<file path="config.mk">
export PLATFORM = sky130hd
export DESIGN_NAME = flags_unit_flat
export DESIGN_NICKNAME = d
export VERILOG_FILES = /design/src/rtl/flags_pkg.sv /design/src/rtl/flags_unit_if.sv /design/src/rtl/flags_stack.sv /design/src/rtl/flags_unit.sv /design/src/flat_wrapper.sv
export SDC_FILE = /design/constraint.sdc
export NUM_CORES = 1
export LEC_CHECK = 0
export ABC_AREA = 0
export CAP_MARGIN = 20
export CORE_ASPECT_RATIO = 1.1
export CORE_MARGIN = 2
export CORE_UTILIZATION = 42
export DETAILED_ROUTE_END_ITERATION = 10
export HOLD_SLACK_MARGIN = 0.06
export PLACE_DENSITY = 0.77
export SYNTH_ARGS = -nofsm -noshare
export SYNTH_HDL_FRONTEND = slang
export SYNTH_HIERARCHICAL = 1
export SYNTH_SLANG_ARGS = --single-unit
</file>
<file path="constraint.sdc">
create_clock -name clk -period 2.3 [get_ports clk]
set_input_delay 0.23 -clock clk [delete_from_list [all_inputs] [get_ports clk]]
set_output_delay 0.23 -clock clk [all_outputs]
set_load 0.05 [all_outputs]
</file>
<file path="src/rtl/flags_pkg.sv">
// Shared types for the NZCV flag unit: op codes, condition codes, flag word
// and the branch-condition evaluator.
package flags_pkg;

    typedef enum logic [3:0] {
        OP_NONE  = 4'd0,
        OP_ADD   = 4'd1,
        OP_ADC   = 4'd2,
        OP_SUB   = 4'd3,
        OP_SBC   = 4'd4,
        OP_CMP   = 4'd5,
        OP_LOGIC = 4'd6,
        OP_SHIFT = 4'd7,
        OP_WRITE = 4'd8
    } flag_op_t;

    typedef enum logic [3:0] {
        CC_EQ = 4'd0,  CC_NE = 4'd1,  CC_CS = 4'd2,  CC_CC = 4'd3,
        CC_MI = 4'd4,  CC_PL = 4'd5,  CC_VS = 4'd6,  CC_VC = 4'd7,
        CC_HI = 4'd8,  CC_LS = 4'd9,  CC_GE = 4'd10, CC_LT = 4'd11,
        CC_GT = 4'd12, CC_LE = 4'd13, CC_AL = 4'd14, CC_NV = 4'd15
    } cond_t;

    typedef struct packed {
        logic n;
        logic z;
        logic c;
        logic v;
    } flags_t;

    function automatic logic cond_eval(flags_t f, cond_t cc);
        case (cc)
            CC_EQ:   return f.z;
            CC_NE:   return !f.z;
            CC_CS:   return f.c;
            CC_CC:   return !f.c;
            CC_MI:   return f.n;
            CC_PL:   return !f.n;
            CC_VS:   return f.v;
            CC_VC:   return !f.v;
            CC_HI:   return f.c && !f.z;
            CC_LS:   return !f.c || f.z;
            CC_GE:   return f.n == f.v;
            CC_LT:   return f.n != f.v;
            CC_GT:   return !f.z && (f.n == f.v);
            CC_LE:   return f.z || (f.n != f.v);
            CC_AL:   return 1'b1;
            default: return 1'b0;
        endcase
    endfunction

endpackage

</file>
<file path="src/rtl/flags_unit_if.sv">
// Control-unit side bundle of the flag unit: op strobe, operands, stack
// controls, condition select, and the registered flag/stack status.
interface flags_unit_if
    import flags_pkg::*;
#(
    parameter int WIDTH       = 12,
    parameter int STACK_DEPTH = 4,
    parameter int PTR_W       = $clog2(STACK_DEPTH + 1)
);
    logic             upd;
    logic [3:0]       op;
    logic [WIDTH-1:0] a;
    logic [WIDTH-1:0] b;
    logic [WIDTH-1:0] res;
    logic             shift_out;
    flags_t           wr_flags;
    logic             push;
    logic             pop;
    logic             err_clr;
    logic [3:0]       cond;
    flags_t           flags;
    logic             cond_true;
    logic [PTR_W-1:0] depth;
    logic             stack_ovf;
    logic             stack_unf;
    logic             stack_col;

    modport master (
        output upd, op, a, b, res, shift_out, wr_flags, push, pop, err_clr, cond,
        input  flags, cond_true, depth, stack_ovf, stack_unf, stack_col
    );

    modport slave (
        input  upd, op, a, b, res, shift_out, wr_flags, push, pop, err_clr, cond,
        output flags, cond_true, depth, stack_ovf, stack_unf, stack_col
    );
endinterface

</file>
<file path="src/rtl/flags_stack.sv">
// LIFO of saved flag words for interrupt entry/return, with sticky
// overflow, underflow and push/pop collision detection.
module flags_stack
    import flags_pkg::*;
#(
    parameter int DEPTH = 4,
    parameter int PTR_W = $clog2(DEPTH + 1)
) (
    input  logic             clk,
    input  logic             rst,
    input  logic             push,
    input  logic             pop,
    input  logic             err_clr,
    input  flags_t           din,
    output flags_t           top,
    output logic             pop_ok,
    output logic [PTR_W-1:0] depth,
    output logic             ovf,
    output logic             unf,
    output logic             col
);
    localparam int IDX_W = (DEPTH > 1) ? $clog2(DEPTH) : 1;

    // Storage is rounded up to a power of two so the index needs no range guard.
    flags_t             mem [2**IDX_W];
    logic               full, empty, push_ok;
    logic               ovf_set, unf_set, col_set;
    logic [IDX_W-1:0]   wr_idx, rd_idx;

    assign full    = (depth == PTR_W'(DEPTH));
    assign empty   = (depth == '0);
    assign push_ok = push && !pop && !full;
    assign pop_ok  = pop && !push && !empty;
    assign ovf_set = push && !pop && full;
    assign unf_set = pop && !push && empty;
    assign col_set = push && pop;
    assign wr_idx  = depth[IDX_W-1:0];
    assign rd_idx  = wr_idx - IDX_W'(1);
    assign top     = mem[rd_idx];

    always_ff @(posedge clk) begin
        if (push_ok) mem[wr_idx] <= din;
    end

    always_ff @(posedge clk or posedge rst) begin
        if (rst) begin
            depth <= '0;
            ovf   <= 1'b0;
            unf   <= 1'b0;
            col   <= 1'b0;
        end else begin
            if (push_ok)     depth <= depth + PTR_W'(1);
            else if (pop_ok) depth <= depth - PTR_W'(1);
            // A new error in the same cycle as err_clr wins.
            ovf <= ovf_set || (ovf && !err_clr);
            unf <= unf_set || (unf && !err_clr);
            col <= col_set || (col && !err_clr);
        end
    end

endmodule

</file>
<file path="src/rtl/flags_unit.sv">
// NZCV flag register with true carry arithmetic, save/restore stack and a
// combinational branch-condition output driven from the registered flags.
module flags_unit
    import flags_pkg::*;
#(
    parameter int WIDTH       = 12,
    parameter int STACK_DEPTH = 4,
    parameter int PTR_W       = $clog2(STACK_DEPTH + 1)
) (
    input  logic         clk,
    input  logic         rst,
    flags_unit_if.slave  bus
);
    localparam int MSB = WIDTH - 1;

    flag_op_t         op;
    flags_t           flags_q, nxt, top;
    logic             pop_ok, is_sub, cin;
    logic [WIDTH-1:0] b_op;
    logic [WIDTH:0]   s;

    assign op = flag_op_t'(bus.op);

    // Subtraction is done as a + ~b + cin so C reads as "no borrow".
    always_comb begin
        is_sub = (op == OP_SUB) || (op == OP_SBC) || (op == OP_CMP);
        b_op   = is_sub ? ~bus.b : bus.b;
        case (op)
            OP_ADC, OP_SBC: cin = flags_q.c;
            OP_SUB, OP_CMP: cin = 1'b1;
            default:        cin = 1'b0;
        endcase
        s = {1'b0, bus.a} + {1'b0, b_op} + {{WIDTH{1'b0}}, cin};
    end

    always_comb begin
        nxt = flags_q;
        case (op)
            OP_ADD, OP_ADC, OP_SUB, OP_SBC, OP_CMP: begin
                nxt.n = bus.res[MSB];
                nxt.z = (bus.res == '0);
                nxt.c = s[WIDTH];
                nxt.v = ((bus.a[MSB] ^ bus.b[MSB]) == is_sub) && (bus.res[MSB] != bus.a[MSB]);
            end
            OP_LOGIC: begin
                nxt.n = bus.res[MSB];
                nxt.z = (bus.res == '0);
            end
            OP_SHIFT: begin
                nxt.n = bus.res[MSB];
                nxt.z = (bus.res == '0);
                nxt.c = bus.shift_out;
            end
            OP_WRITE: nxt = bus.wr_flags;
            default:  nxt = flags_q;
        endcase
    end

    flags_stack #(.DEPTH(STACK_DEPTH), .PTR_W(PTR_W)) u_stack (
        .clk     (clk),
        .rst     (rst),
        .push    (bus.push),
        .pop     (bus.pop),
        .err_clr (bus.err_clr),
        .din     (flags_q),
        .top     (top),
        .pop_ok  (pop_ok),
        .depth   (bus.depth),
        .ovf     (bus.stack_ovf),
        .unf     (bus.stack_unf),
        .col     (bus.stack_col)
    );

    // An effective pop overrides a same-cycle update; an ignored pop does not.
    always_ff @(posedge clk or posedge rst) begin
        if (rst)          flags_q <= '0;
        else if (pop_ok)  flags_q <= top;
        else if (bus.upd) flags_q <= nxt;
    end

    assign bus.flags     = flags_q;
    assign bus.cond_true = cond_eval(flags_q, cond_t'(bus.cond));

endmodule

</file>
<file path="src/flat_wrapper.sv">
// flat-port wrapper written by rule: the top's interface ports become plain ports
module flags_unit_flat import flags_pkg::*;
#(
    parameter int WIDTH       = 12,
    parameter int STACK_DEPTH = 4,
    parameter int PTR_W       = $clog2(STACK_DEPTH + 1)
)
  (clk, rst, bus_upd, bus_op, bus_a, bus_b, bus_res, bus_shift_out, bus_wr_flags, bus_push, bus_pop, bus_err_clr, bus_cond, bus_flags, bus_cond_true, bus_depth, bus_stack_ovf, bus_stack_unf, bus_stack_col);
  flags_unit_if #(.WIDTH(WIDTH), .STACK_DEPTH(STACK_DEPTH), .PTR_W(PTR_W)) bus_i ();
  input  logic clk;
  input  logic rst;
  input wire logic [$bits(bus_i.upd)-1:0] bus_upd;
  input wire logic [$bits(bus_i.op)-1:0] bus_op;
  input wire logic [$bits(bus_i.a)-1:0] bus_a;
  input wire logic [$bits(bus_i.b)-1:0] bus_b;
  input wire logic [$bits(bus_i.res)-1:0] bus_res;
  input wire logic [$bits(bus_i.shift_out)-1:0] bus_shift_out;
  input wire logic [$bits(bus_i.wr_flags)-1:0] bus_wr_flags;
  input wire logic [$bits(bus_i.push)-1:0] bus_push;
  input wire logic [$bits(bus_i.pop)-1:0] bus_pop;
  input wire logic [$bits(bus_i.err_clr)-1:0] bus_err_clr;
  input wire logic [$bits(bus_i.cond)-1:0] bus_cond;
  output wire logic [$bits(bus_i.flags)-1:0] bus_flags;
  output wire logic [$bits(bus_i.cond_true)-1:0] bus_cond_true;
  output wire logic [$bits(bus_i.depth)-1:0] bus_depth;
  output wire logic [$bits(bus_i.stack_ovf)-1:0] bus_stack_ovf;
  output wire logic [$bits(bus_i.stack_unf)-1:0] bus_stack_unf;
  output wire logic [$bits(bus_i.stack_col)-1:0] bus_stack_col;
  assign bus_i.upd = bus_upd;
  assign bus_i.op = bus_op;
  assign bus_i.a = bus_a;
  assign bus_i.b = bus_b;
  assign bus_i.res = bus_res;
  assign bus_i.shift_out = bus_shift_out;
  assign bus_i.wr_flags = bus_wr_flags;
  assign bus_i.push = bus_push;
  assign bus_i.pop = bus_pop;
  assign bus_i.err_clr = bus_err_clr;
  assign bus_i.cond = bus_cond;
  assign bus_flags = bus_i.flags;
  assign bus_cond_true = bus_i.cond_true;
  assign bus_depth = bus_i.depth;
  assign bus_stack_ovf = bus_i.stack_ovf;
  assign bus_stack_unf = bus_i.stack_unf;
  assign bus_stack_col = bus_i.stack_col;
  flags_unit #(.WIDTH(WIDTH), .STACK_DEPTH(STACK_DEPTH), .PTR_W(PTR_W)) u_core (.clk(clk), .rst(rst), .bus(bus_i));
endmodule
</file>
==> flow_metrics.tcl <==
set metrics [dict create \
    status "complete, no violations" \
    peakVddDrop_mv 0.729 \
    placedCellCount 325 \
    drive_gt1_share_pct 16.8 \
    clkLatencyLatePin_ns 0.27 \
    cp_slowest_cell "clkdlybuf4s50_1" \
    synth_nets 269 \
    worst-path-buf-inv 2 \
    synth_cell_types 50 \
    required_ns 2.46 \
    place_congestion 0.768 \
    drt-total-wl_mm 4.96 \
    syn_inst 197 \
    clock_skew_ns 0.00506 \
    postCtsSetupRepairBufs 0 \
    areaGrowthSynthToFinish_pct 45.4 \
    ant_nets 0 \
    syn_area_per_cell_um2 10.3 \
    vias 1760 \
    nets 347 \
    finalHoldViolations 0 \
    num_rows 26 \
    die_h_um 77.0 \
    initial_core_util_pct 43.8 \
    synthSimpleGateAreaFrac_pct 17.0 \
    ios 66 \
    min_period_ns 2.17 \
    max_cap_viol_count 0 \
    register_area_um2 734 \
    synth-xor-area-share_pct 8.54 \
    synth_seq_cells 26 \
    min_period_over_period_pct 94.4 \
    worstMarginPinSlew_ns 0.521 \
    grt_max_degree 16 \
    cts_sinks 26 \
    grt_first_pass_wirelength_mm 8.12 \
    yosys.area_share.adder_pct 10.8 \
    cts_buffers 3 \
    cts_tree "built" \
    async_flop_share_pct 38.5 \
    synth_compound_area_share_pct 16.3 \
    drt_pass1_iterations 4 \
    final_cells 330 \
    nFillCells 369 \
    max_freq_mhz 460 \
    end_kind "flip-flop" \
    fin_tns_setup_ns 0 \
    seq_area_frac_synth_pct 35.9 \
    synth_mux_area_share_pct 6.95 \
    yosysWarnings 6 \
    syn_area_um2 2040 \
    worstPathArrival_ns 2.33 \
    synth-edff-count 16 \
    crit_fanout 4 \
    critPathKind "in -> reg" \
    io_buffers 65 \
    wl_per_cell_um 15.0 \
    dieWidth_um 70.4 \
    fin_ws_ns 0.128 \
    critical_path.top_delay_family "compound AO/OA/AOI/OAI gates" \
    clk_pin_slew_ns 0.08 \
    power.density_nw_per_um2 845 \
    antenna_found_initial 0 \
    cts_buffer_depth 2 \
    htreeDepth 1 \
    slowest_delay_ns 0.49 \
    die-area_um2 5420 \
    rsz0062_at_grt "no" \
    num_antenna_cells 0 \
    hp-class "in -> async" \
    grt_use_total_pct 18.5 \
    timing.final.max_slew_violations 0 \
    grt-ovfl-total 0 \
    crit_chain "clkdlybuf4s50_1 > nand3b_1 > a21oi_4 > buf_4 > xor2_1 > ha_1 > a2111oi_2 > a2111oi_2 > a21oi_1 > o21ai_1" \
    grt_pass1_vias 1779 \
    drc 0 \
    dp_hpwl_mm 3.91 \
    drt_iter0_markers 54 \
    synth_ff_type "edfxtp_1" \
    p_leak_nw 1.19 \
    setup_viol 0 \
    core_um2 4650 \
    multi_input_area_um2 1260 \
    crit_top_cell "a2111oi_2" \
    synth_top_family_by_area "simple AND/OR/NAND/NOR gates" \
    dp_worst_setup_slack_ns -0.301 \
    cts-root-buf "clkbuf_8" \
    viasPerCell 5.33 \
    whs_ns 0.168 \
    maxSlewHeadroom_pct 65.1 \
    start_kind "input port" \
    fin_util_pct 63.6 \
]
==> worst register-to-register path: stages (launching register included) <==
cell      delay, ns
dfrtp_2        0.45
inv_1          0.10
ha_2           0.24
a21oi_2        0.15
inv_1          0.06
fa_1           0.61
a2bb2o_4       0.23
a22oi_2        0.16
==> metal layers <==
layer	up-vias	share of wire, %	wire, um	track usage (%)
met5	-	0	0	0
met4	0	1.2	60	4.23
met3	7	6.1	302	4.20
met2	48	48	2400	32.4
met1	819	44	2190	22.9
li1	886	-	-	-
==> state kept, by name (all words and copies together), names as in the netlist <==
register and cells:
u_core/u_stack/unf 1, u_core/bus.flags 4, u_core/u_stack/mem 16, u_core/u_stack/depth 3, u_core/u_stack/ovf 1, u_core/u_stack/col 1
==> layout make-up <==
type	count	area share (%)
multi-input cells	149	42.5
clock inverters	1	1.01
repair buffers	81	26.2
flip-flops and latches	26	24.8
clock buffers	3	1.40
inverters	14	1.78
well taps	56	2.37
==> logic make-up (layout without fill, tap and decap cells) <==
logic type	count (synthesis)	in the layout
AO/OA/AOI/OAI	47	47
XOR/XNOR	19	19
adder cells (fa/ha/maj)	17	17
buffers and inverters	22	99
flip-flops	26	26
multiplexers	9	9
AND/OR/NAND/NOR	57	57
==> metrics by stage <==
stage	power, mW	cell area [um2]
floorplan	1.72	2060
global placement	2.10	2840
detailed placement	2.12	2840
CTS	2.51	2910
global route	2.65	2960
finish	2.50	2960
==> synthesized netlist by cell type, types with 2 or more instances <==
| master | count | share of area (%) |
|---|---|---|
| edfxtp_1 | 16 | 24 |
| ha_1 | 16 | 9.8 |
| a21oi_1 | 14 | 3.4 |
| inv_1 | 14 | 2.6 |
| xor2_1 | 12 | 5.2 |
| dfrtp_1 | 10 | 12 |
| nand2_1 | 10 | 1.8 |
| nor2_1 | 10 | 1.8 |
| buf_2 | 6 | 1.5 |
| nor2b_1 | 6 | 1.8 |
| o21ai_0 | 6 | 1.5 |
| xnor2_1 | 6 | 2.6 |
| mux2i_1 | 4 | 2.0 |
| mux4_2 | 4 | 4.4 |
| nand2b_1 | 4 | 1.2 |
| nand3_1 | 4 | 0.98 |
| nor3_1 | 4 | 0.98 |
| nor4_1 | 4 | 1.2 |
| o221ai_1 | 4 | 1.7 |
| a2111oi_0 | 3 | 1.3 |
| and3_1 | 3 | 0.92 |
| o21ai_1 | 3 | 0.74 |
| o22ai_1 | 3 | 0.92 |
| nand2b_4 | 2 | 1.4 |
| nand4_1 | 2 | 0.61 |
| nor3b_1 | 2 | 0.74 |
| nor4b_1 | 2 | 0.86 |
==> final timing paths <==
path	end	slack (ns)	depth (start not counted)	from
worst max-delay path	u_core/bus.flags[1]$_DFFE_PP0P_	0.13	10	bus_op[0]
worst min-delay path	u_core/bus.flags[0]$_DFFE_PP0P_	0.17	2	rst
worst max register to register	u_core/u_stack/depth[1]$_DFFE_PP0P_	0.23	7	u_core/u_stack/depth[1]$_DFFE_PP0P_
worst min register to register	u_core/u_stack/col$_DFF_PP0_	0.53	2	u_core/u_stack/col$_DFF_PP0_
max in group asynchronous	u_core/u_stack/depth[0]$_DFFE_PP0P_	1.89	2	rst
min in group clk	u_core/u_stack/col$_DFF_PP0_	0.53	2	u_core/u_stack/col$_DFF_PP0_
==> cell usage in the layout (no fill, tap or decap), drive strengths merged, types with 4 or more instances in the layout <==
cell type / instances
nand3: 4
edfxtp: 16
mux4: 4
nor2b: 6
o221ai: 4
a21oi: 15
inv: 14
nand2b: 6
dfrtp: 10
nor3: 4
xnor2: 6
nand2: 10
mux2i: 4
xor2: 13
nor2: 10
buf: 17
o21ai: 9
nor4: 4
clkdlybuf4s50: 62
ha: 16
==> power by group <==
part | switching [mW] | internal [mW]
Sequential | 0.150 | 0.632
Clock | 0.137 | 0.233
Combinational | 0.721 | 0.629
Total | 1.01 | 1.49
==> what timing repair did <==
action,in CTS,in global routing
pin swaps,0,3
cloned,0,1
endpoints found under the setup margin,1,2
gates resized for setup,3,10
hold endpoints to repair,0,0
hold buffers,0,0
Power figures use the tool's default switching activity.
